==> src/rtl/pe_pkg.sv <==
// Shared types and default widths for the systolic-array processing elements.
//   acc_sel_e          : accumulator base select encoding
//   DefInDataWidth     : default signed operand element width
//   DefOutDataWidth    : default accumulator width
package pe_pkg;

  localparam int unsigned DefInDataWidth  = 8;
  localparam int unsigned DefOutDataWidth = 32;
  localparam int unsigned AccSelWidth     = 2;

  // Accumulator base: keep own value, chain from a neighbour, or clear.
  typedef enum logic [AccSelWidth-1:0] {
    ACC_SELF  = 2'd0,
    ACC_NORTH = 2'd1,
    ACC_WEST  = 2'd2,
    ACC_ZERO  = 2'd3
  } acc_sel_e;

endpackage : pe_pkg

==> src/rtl/mac_dot.sv <==
// Combinational signed dot product of NumInputs operand pairs.
//   a, b : packed signed operand vectors [NumInputs-1:0][InDataWidth-1:0]
//   dot_c: sum of element products, sign-extended/truncated to OutDataWidth
module mac_dot
  import pe_pkg::*;
#(
  parameter int unsigned InDataWidth  = DefInDataWidth,
  parameter int unsigned NumInputs    = 1,
  parameter int unsigned OutDataWidth = DefOutDataWidth
) (
  input  logic [NumInputs-1:0][InDataWidth-1:0] a,
  input  logic [NumInputs-1:0][InDataWidth-1:0] b,
  output logic [OutDataWidth-1:0]               dot_c
);

  localparam int unsigned ProdWidth = 2 * InDataWidth;

  logic signed [ProdWidth-1:0]    prod;
  logic signed [OutDataWidth-1:0] sum;

  // Each product is sign-extended (or truncated) to the accumulator width
  // before summing, so the total wraps modulo 2^OutDataWidth.
  always_comb begin
    prod = '0;
    sum  = '0;
    for (int unsigned i = 0; i < NumInputs; i++) begin
      prod = $signed(a[i]) * $signed(b[i]);
      sum  = sum + OutDataWidth'(prod);
    end
  end

  assign dot_c = sum;

endmodule : mac_dot

==> src/rtl/mac_pe_general.sv <==
// Signed multiply-accumulate PE for a 2-D systolic array.
//   clk_i, rst_ni        : clock, async active-low reset
//   a_i/b_i, *_valid_i   : operand vectors and their valids
//   acc_north, acc_west  : neighbour partial sums
//   acc_mux_sel          : accumulator base select (pe_pkg::acc_sel_e)
//   a_o_east, b_o_south  : registered operands forwarded to neighbours
//   acc_east, acc_south  : accumulator register (same value on both)
module mac_pe_general
  import pe_pkg::*;
#(
  parameter int unsigned InDataWidth  = DefInDataWidth,
  parameter int unsigned NumInputs    = 1,
  parameter int unsigned OutDataWidth = DefOutDataWidth
) (
  input  logic                                 clk_i,
  input  logic                                 rst_ni,
  input  logic [NumInputs-1:0][InDataWidth-1:0] a_i,
  input  logic [NumInputs-1:0][InDataWidth-1:0] b_i,
  input  logic                                 a_valid_i,
  input  logic                                 b_valid_i,
  input  logic [OutDataWidth-1:0]              acc_north,
  input  logic [OutDataWidth-1:0]              acc_west,
  input  logic [AccSelWidth-1:0]               acc_mux_sel,
  output logic [NumInputs-1:0][InDataWidth-1:0] a_o_east,
  output logic [NumInputs-1:0][InDataWidth-1:0] b_o_south,
  output logic [OutDataWidth-1:0]              acc_east,
  output logic [OutDataWidth-1:0]              acc_south
);

  logic [NumInputs-1:0][InDataWidth-1:0] a_reg;
  logic [NumInputs-1:0][InDataWidth-1:0] b_reg;
  logic                                  v_reg;
  logic [OutDataWidth-1:0]               acc;
  logic [OutDataWidth-1:0]               dot;
  logic [OutDataWidth-1:0]               pv;
  logic [OutDataWidth-1:0]               base;
  logic [OutDataWidth-1:0]               acc_d;
  logic                                  clr;
  acc_sel_e                              sel;

  // Stage 1: operand capture; pairs only count when both sides were valid.
  always_ff @(posedge clk_i or negedge rst_ni) begin
    if (!rst_ni) begin
      a_reg <= '0;
      b_reg <= '0;
      v_reg <= 1'b0;
    end else begin
      if (a_valid_i) a_reg <= a_i;
      if (b_valid_i) b_reg <= b_i;
      v_reg <= a_valid_i & b_valid_i;
    end
  end

  mac_dot #(
    .InDataWidth (InDataWidth),
    .NumInputs   (NumInputs),
    .OutDataWidth(OutDataWidth)
  ) u_dot (
    .a    (a_reg),
    .b    (b_reg),
    .dot_c(dot)
  );

  assign pv  = v_reg ? dot : '0;
  assign sel = acc_sel_e'(acc_mux_sel);

  // Accumulator base mux; clear ignores the product entirely.
  always_comb begin
    base = '0;
    clr  = 1'b0;
    unique case (sel)
      ACC_SELF:  base = acc;
      ACC_NORTH: base = acc_north;
      ACC_WEST:  base = acc_west;
      ACC_ZERO:  clr  = 1'b1;
      default:   clr  = 1'b1;
    endcase
    acc_d = clr ? '0 : base + pv;
  end

  // Stage 2: accumulator, updated every edge.
  always_ff @(posedge clk_i or negedge rst_ni) begin
    if (!rst_ni) acc <= '0;
    else         acc <= acc_d;
  end

  assign a_o_east  = a_reg;
  assign b_o_south = b_reg;
  assign acc_east  = acc;
  assign acc_south = acc;

endmodule : mac_pe_general

==> config.mk <==
export PLATFORM = sky130hd
export DESIGN_NAME = mac_pe_general
export DESIGN_NICKNAME = d
export VERILOG_FILES = /design/src/rtl/pe_pkg.sv /design/src/rtl/mac_dot.sv /design/src/rtl/mac_pe_general.sv
export SDC_FILE = /design/constraint.sdc
export NUM_CORES = 1
export LEC_CHECK = 0
export ABC_AREA = 1
export BUFFER_PORTS_ARGS = -buffer_cell sky130_fd_sc_hd__buf_2
export CAP_MARGIN = 20
export CORE_MARGIN = 8
export CORE_UTILIZATION = 52
export DETAILED_ROUTE_END_ITERATION = 10
export PLACE_DENSITY_LB_ADDON = 0.12
export SYNTH_ARGS = -nofsm -noshare
export SYNTH_HDL_FRONTEND = slang
export SYNTH_HIERARCHICAL = 1
export SYNTH_SLANG_ARGS = --single-unit
==> constraint.sdc <==
create_clock -name clk_i -period 5.85 [get_ports clk_i]
set_input_delay 0.2925 -clock clk_i [delete_from_list [all_inputs] [get_ports clk_i]]
set_output_delay 0.2925 -clock clk_i [all_outputs]
set_load 0.005 [all_outputs]
======== Word-level counts from Yosys, hierarchy flattened ========
Index checks and enable logic that the tools add are counted.
cells by class
  add/subtract/negate cells ............... 1
  multiply operators ...................... 1
  div/mod/pow operators ................... 0
  $lt $le $gt $ge ......................... 0
  equality and inequality tests ........... 3
  shift-type cells ........................ 0
  muxes and demuxes ....................... 4
  bitwise operators ....................... 1
  reduce and logical (&&, ||, !) cells .... 1
operator list
  kind                  count
  $pmux W32 S3          1
  $mux W32              2
  $add A32 B32 Y32      1
  $mul A8 B8 Y16        1
  $eq A2 B2 Y1 const B  2
  $eq A2 B1 Y1 const B  1
  $logic_not A2 Y1      1
  $and A1 B1 Y1         1
  $mux W1               1
word-level totals
  register bits ........................... 49
  bits in latches ......................... 0
  RAM bits ................................ 0
  ROM bits ................................ 0
  bits of input ports ..................... 86
  output and inout port bits .............. 80
  word-level logic and storage cells ...... 15
  memories ................................ 0

======== Longest topological paths before layout ========
  word-level depth ........................ 4
  mapped depth ............................ 37

======== Modules after synthesis ========
The synthesis kept the hierarchy.
by module, submodules not included
  module          times used  cells each  area an instance (um2)
  mac_pe_general  1           844         5042.3
  mac_dot         1           420         2902.8

======== Least setup slack after synthesis ========
OpenSTA, ideal clock, no wires.
  path kind ............................... register to register
  from .................................... register a_reg, in the netlist a_o_east[0]
  to ...................................... register acc[27] (netlist: acc_east[27])
  library setup time ...................... 119 ps
  arrival time ............................ 5527 ps
  required time ........................... 5731 ps
  path slack .............................. 204 ps
  cell stages (with the launch flop) ...... 31
  path buffers ............................ 2
  cells stage by stage .................... dfrtp_1 -> clkbuf_1 -> or2_2 -> fa_1 -> fa_1 -> inv_1 -> fa_1 -> inv_1 -> fa_1 -> inv_1 -> ha_1 -> nand2_1 -> nor2_1 -> nand2_1 -> nor2_1 -> nor2_1 -> inv_1 -> nand2_1 -> nand2_1 -> buf_4 -> nand2_1 -> inv_1 -> ha_1 -> nand2_1 -> nor2_4 -> inv_2 -> nor2_1 -> and2_1 -> nand2_1 -> a21oi_1 -> nor2_1
on the way
  word-level cells in the longest chain between the ends .. 4
ends and longest elaborated chain
  what                      line                  text
  start: declaration        mac_pe_general.sv:30  logic [NumInputs-1:0][InDataWidth-1:0] a_reg;
  start signal: assignment  mac_pe_general.sv:48  if (a_valid_i) a_reg <= a_i;
  $mul A8 B8 Y16            mac_dot.sv:27         prod = $signed(a[i]) * $signed(b[i]);
  named net dot[15]         mac_pe_general.sv:34  logic [OutDataWidth-1:0] dot;
  $mux W32                  mac_pe_general.sv:64  assign pv = v_reg ? dot : '0;
  $add A32 B32 Y32          mac_pe_general.sv:78  acc_d = clr ? '0 : base + pv;
  $mux W32                  mac_pe_general.sv:78
  named net acc_d[27]       mac_pe_general.sv:37  logic [OutDataWidth-1:0] acc_d;
  end signal: assignment    mac_pe_general.sv:83  if (!rst_ni) acc <= '0;
  end signal: assignment    mac_pe_general.sv:84  else acc <= acc_d;
  end: declaration          mac_pe_general.sv:33  logic [OutDataWidth-1:0] acc;
The timed path passes the listed nets, and every way through them passes these cells.
A chain may end at the register's enable or synchronous reset.

======== Worst setup path in the final report ========
  from .................................... register b_reg, in the netlist b_o_south[4]
  to ...................................... register acc[24] (netlist: acc_east[24])
on the way
  word-level cells in the longest chain between the ends .. 4
ends and longest elaborated chain
  what                      line                  text
  start: declaration        mac_pe_general.sv:31  logic [NumInputs-1:0][InDataWidth-1:0] b_reg;
  start signal: assignment  mac_pe_general.sv:49  if (b_valid_i) b_reg <= b_i;
  $mul A8 B8 Y16            mac_dot.sv:27
  named net dot[15]         mac_pe_general.sv:34
  $mux W32                  mac_pe_general.sv:64
  $add A32 B32 Y32          mac_pe_general.sv:78
  $mux W32                  mac_pe_general.sv:78
  named net acc_d[24]       mac_pe_general.sv:37
The timed path passes the listed nets, and every way through them passes these cells.

==> impl_metrics.yaml <==
synth:
  synth_edf_count: 0
  yosysWarnings: 6
  yosys_register_bits: 49
  synth_top_area_share_pct: 20.7
  synth_commonest_cells: "nand2_1, inv_1, nor2_1, nand3_1, ha_1"
  synth_flop_cell: "dfrtp_1"
  seq_area_frac_synth_pct: 15.4
  synth_area_leaders: "nand2_1, dfrtp_1, fa_1"
  synth_fp_nets: 1466
  syn-instance-count: 1264
  synth-async-reset-ratio_pct: 100
  synth_area_um2: 7950
  syn_area_per_cell_um2: 6.29
  yosysTopAreaCell: "nand2_1"
  yosysMostFrequentCell: "nand2_1"
  yosysUniqueCellTypes: 33
sta:
  setup_viol: 0
  drv_slew: 0
  slew_headroom_pct: 26.7
  finalWorstSetupSlack_ps: 242
  fmax_ghz: 0.178
  skew_ps: 13.3
  finalCriticalPeriod_ps: 5610
  rsz0062_at_grt: "true"
  period_share_pct: 95.9
  hold_viol: 0
  hold_slack_ps: 88.9
  worstMarginPinSlew_ps: 1100
floorplan:
  ios: 166
  fp.dieW_um: 140
  fp.dieH_um: 140
  std_cell_rows: 45
  core_area_um2: 15100
  start_util_pct: 52.7
  die-area_um2: 19500
final_layout:
  ff_latch_area_um2: 1230
  largest_register_ffs: 32
  fin_area_um2: 9320
  multiInputGateArea_um2: 5520
  drive_gt1_share_pct: 23.4
  n_antenna_cell: 0
  nets: 1589
  fillCellCount: 1504
  area_growth_pct: 17.3
grt:
  grt_pass1_vias: 7570
  grt_antenna_before_repair: 0
  grt_usage_pct: 23.3
  grt_start_max_net_pins: 50
  grt_overflow: 0
  grt_pass1_wl_mm: 37.0
critical_path:
  setup.worst_path.start_class: "flop"
  cp-startpoint: "b_o_south[4]$_DFFE_PN0P_"
  r2r_cells: 32
  arrival_ps: 5800
  rr_endpoint: "acc_east[24]$_DFF_PN0_"
  end_kind: "flop"
  crit_top_cell: "inv_1"
  crit_end: "acc_east[24]$_DFF_PN0_"
  r2r-start: "b_o_south[4]$_DFFE_PN0P_"
  cp_max_fo: 17
  slowest_stage: "fa_1"
  slowest_delay_ps: 530
  crit_required_ps: 6040
  reg2reg_setup_slack_ps: 240
  critPathKind: "reg2reg"
clocking:
  cts.path.max_buffers: 2
  numCtsBuffers: 5
  tritoncts: "done"
  root_buffer: "clkbuf_16"
  insertion_delay_ps: 310
  htree_levels: 2
  cts.sinks: 49
  path_clk_slew_ps: 80
routing:
  antenna_left: 0
  drc: 0
  vias_per_cell: 4.90
  drtPass1Iterations: 5
  wl_per_cell_um: 14.4
  vias: 7723
  wl_mm: 22.6
  detail_route.iter0.violations: 526
hold_path:
  hold_class: "in2async"
place:
  port_buffers: 165
  hpwl_mm: 18.4
  dpl_cell_area_um2: 8720
  place_worst_setup_slack_ps: -93.7
  place_congestion: 0.897
pwr:
  powerDensity_nw_per_um2: 589
  vdd_drop_max_mv: 0.342
  p_leak_nw: 5.81
status:
  status: "finished, final reports clean"
job:
  maxCapViolCount: 0
-- layout by cell type (no fill, tap or decap), drive strengths merged, types with 7 or more instances in the layout --
cell type | Yosys | routed
nor2 | 84 | 84
o21ai | 14 | 14
o21bai | 7 | 7
ha | 60 | 60
fa | 56 | 56
mux2 | 16 | 16
dfrtp | 49 | 49
nand2 | 451 | 451
a21oi | 48 | 48
buf | 50 | 195
nand3 | 74 | 74
inv | 292 | 292
-- final cells by class --
cell class	instances	share of cell area, %
Multi-Input combinational cell	844	59.2
Sequential cell	49	13.2
Inverter	292	11.8
Timing Repair Buffer	195	11.5
Tap cell	188	2.52
Clock buffer	6	1.38
Clock inverter	2	0.416
-- repair_timing --
action	4_1_cts	5_1_grt
pin swaps	0	19
gates resized for setup	1	83
hold buffers	0	0
endpoints found under the setup margin	2	21
buffers inserted	0	6
-- through the flow --
| stage | instances | setup TNS (ps) | util [%] | total power, mW |
|---|---|---|---|---|
| 5_1_grt | 1576 | -124 | 61.8 | 6.17 |
| 4_1_cts | 1569 | 0 | 58.9 | 5.03 |
| 3_3_place_gp | 1561 | -71.5 | 57.8 | 4.60 |
| 3_5_place_dp | 1561 | -93.7 | 57.8 | 4.64 |
| 2_1_floorplan | 1264 | 0 | - | 4.09 |
| 6_report | 1576 | 0 | 61.8 | 5.49 |
-- kinds of logic after synthesis --
logic type / Yosys count / share of synthesized area, %
buffers and inverters: 371 / 19.9
AO/OA/AOI/OAI: 72 / 5.09
multiplexers: 16 / 2.27
adder cells (fa/ha/maj): 116 / 23.6
XOR/XNOR: 11 / 1.21
flip-flops: 49 / 15.4
AND/OR/NAND/NOR: 629 / 32.6
-- where the power goes --
group | leakage [nW] | switching (mW) | internal, mW
registers | 0.603 | 0.0934 | 0.449
clock network | 0.0810 | 0.155 | 0.204
logic | 5.13 | 2.75 | 1.85
-- metal layers --
metal / part of all wire (%) / track usage, % / vias to the layer above
met1: 48 / 31.9 / 3542
met2: 44 / 37.2 / 229
met5: 0 / 0 / -
li1: - / - / 3934
met4: 1.4 / 4.97 / 0
met3: 6.7 / 4.75 / 18
-- worst max-delay path, delay by kind of cell (launching register included) --
kind                     cells  cell delay, ps
flip-flops                   1             410
AND/OR/NAND/NOR             16            1600
buffers and inverters       10             810
adder cells (fa/ha/maj)      6            2670
-- how the worst min path moves through the flow --
| stage | from | endpoint | slack [ps] | depth (start not counted) |
|---|---|---|---|---|
| after detailed placement | rst_ni | acc_east[2]$_DFF_PN0_ | 460 | 2 |
| final | rst_ni | acc_east[6]$_DFF_PN0_ | 90 | 2 |
| after CTS | rst_ni | acc_east[6]$_DFF_PN0_ | 120 | 2 |
| after global routing | rst_ni | acc_east[6]$_DFF_PN0_ | 170 | 2 |
| after global placement | rst_ni | acc_east[1]$_DFF_PN0_ | 450 | 2 |
| after floorplan | rst_ni | a_o_east[0]$_DFFE_PN0P_ | -3 | 0 |
(Power assumes the default switching activity.)
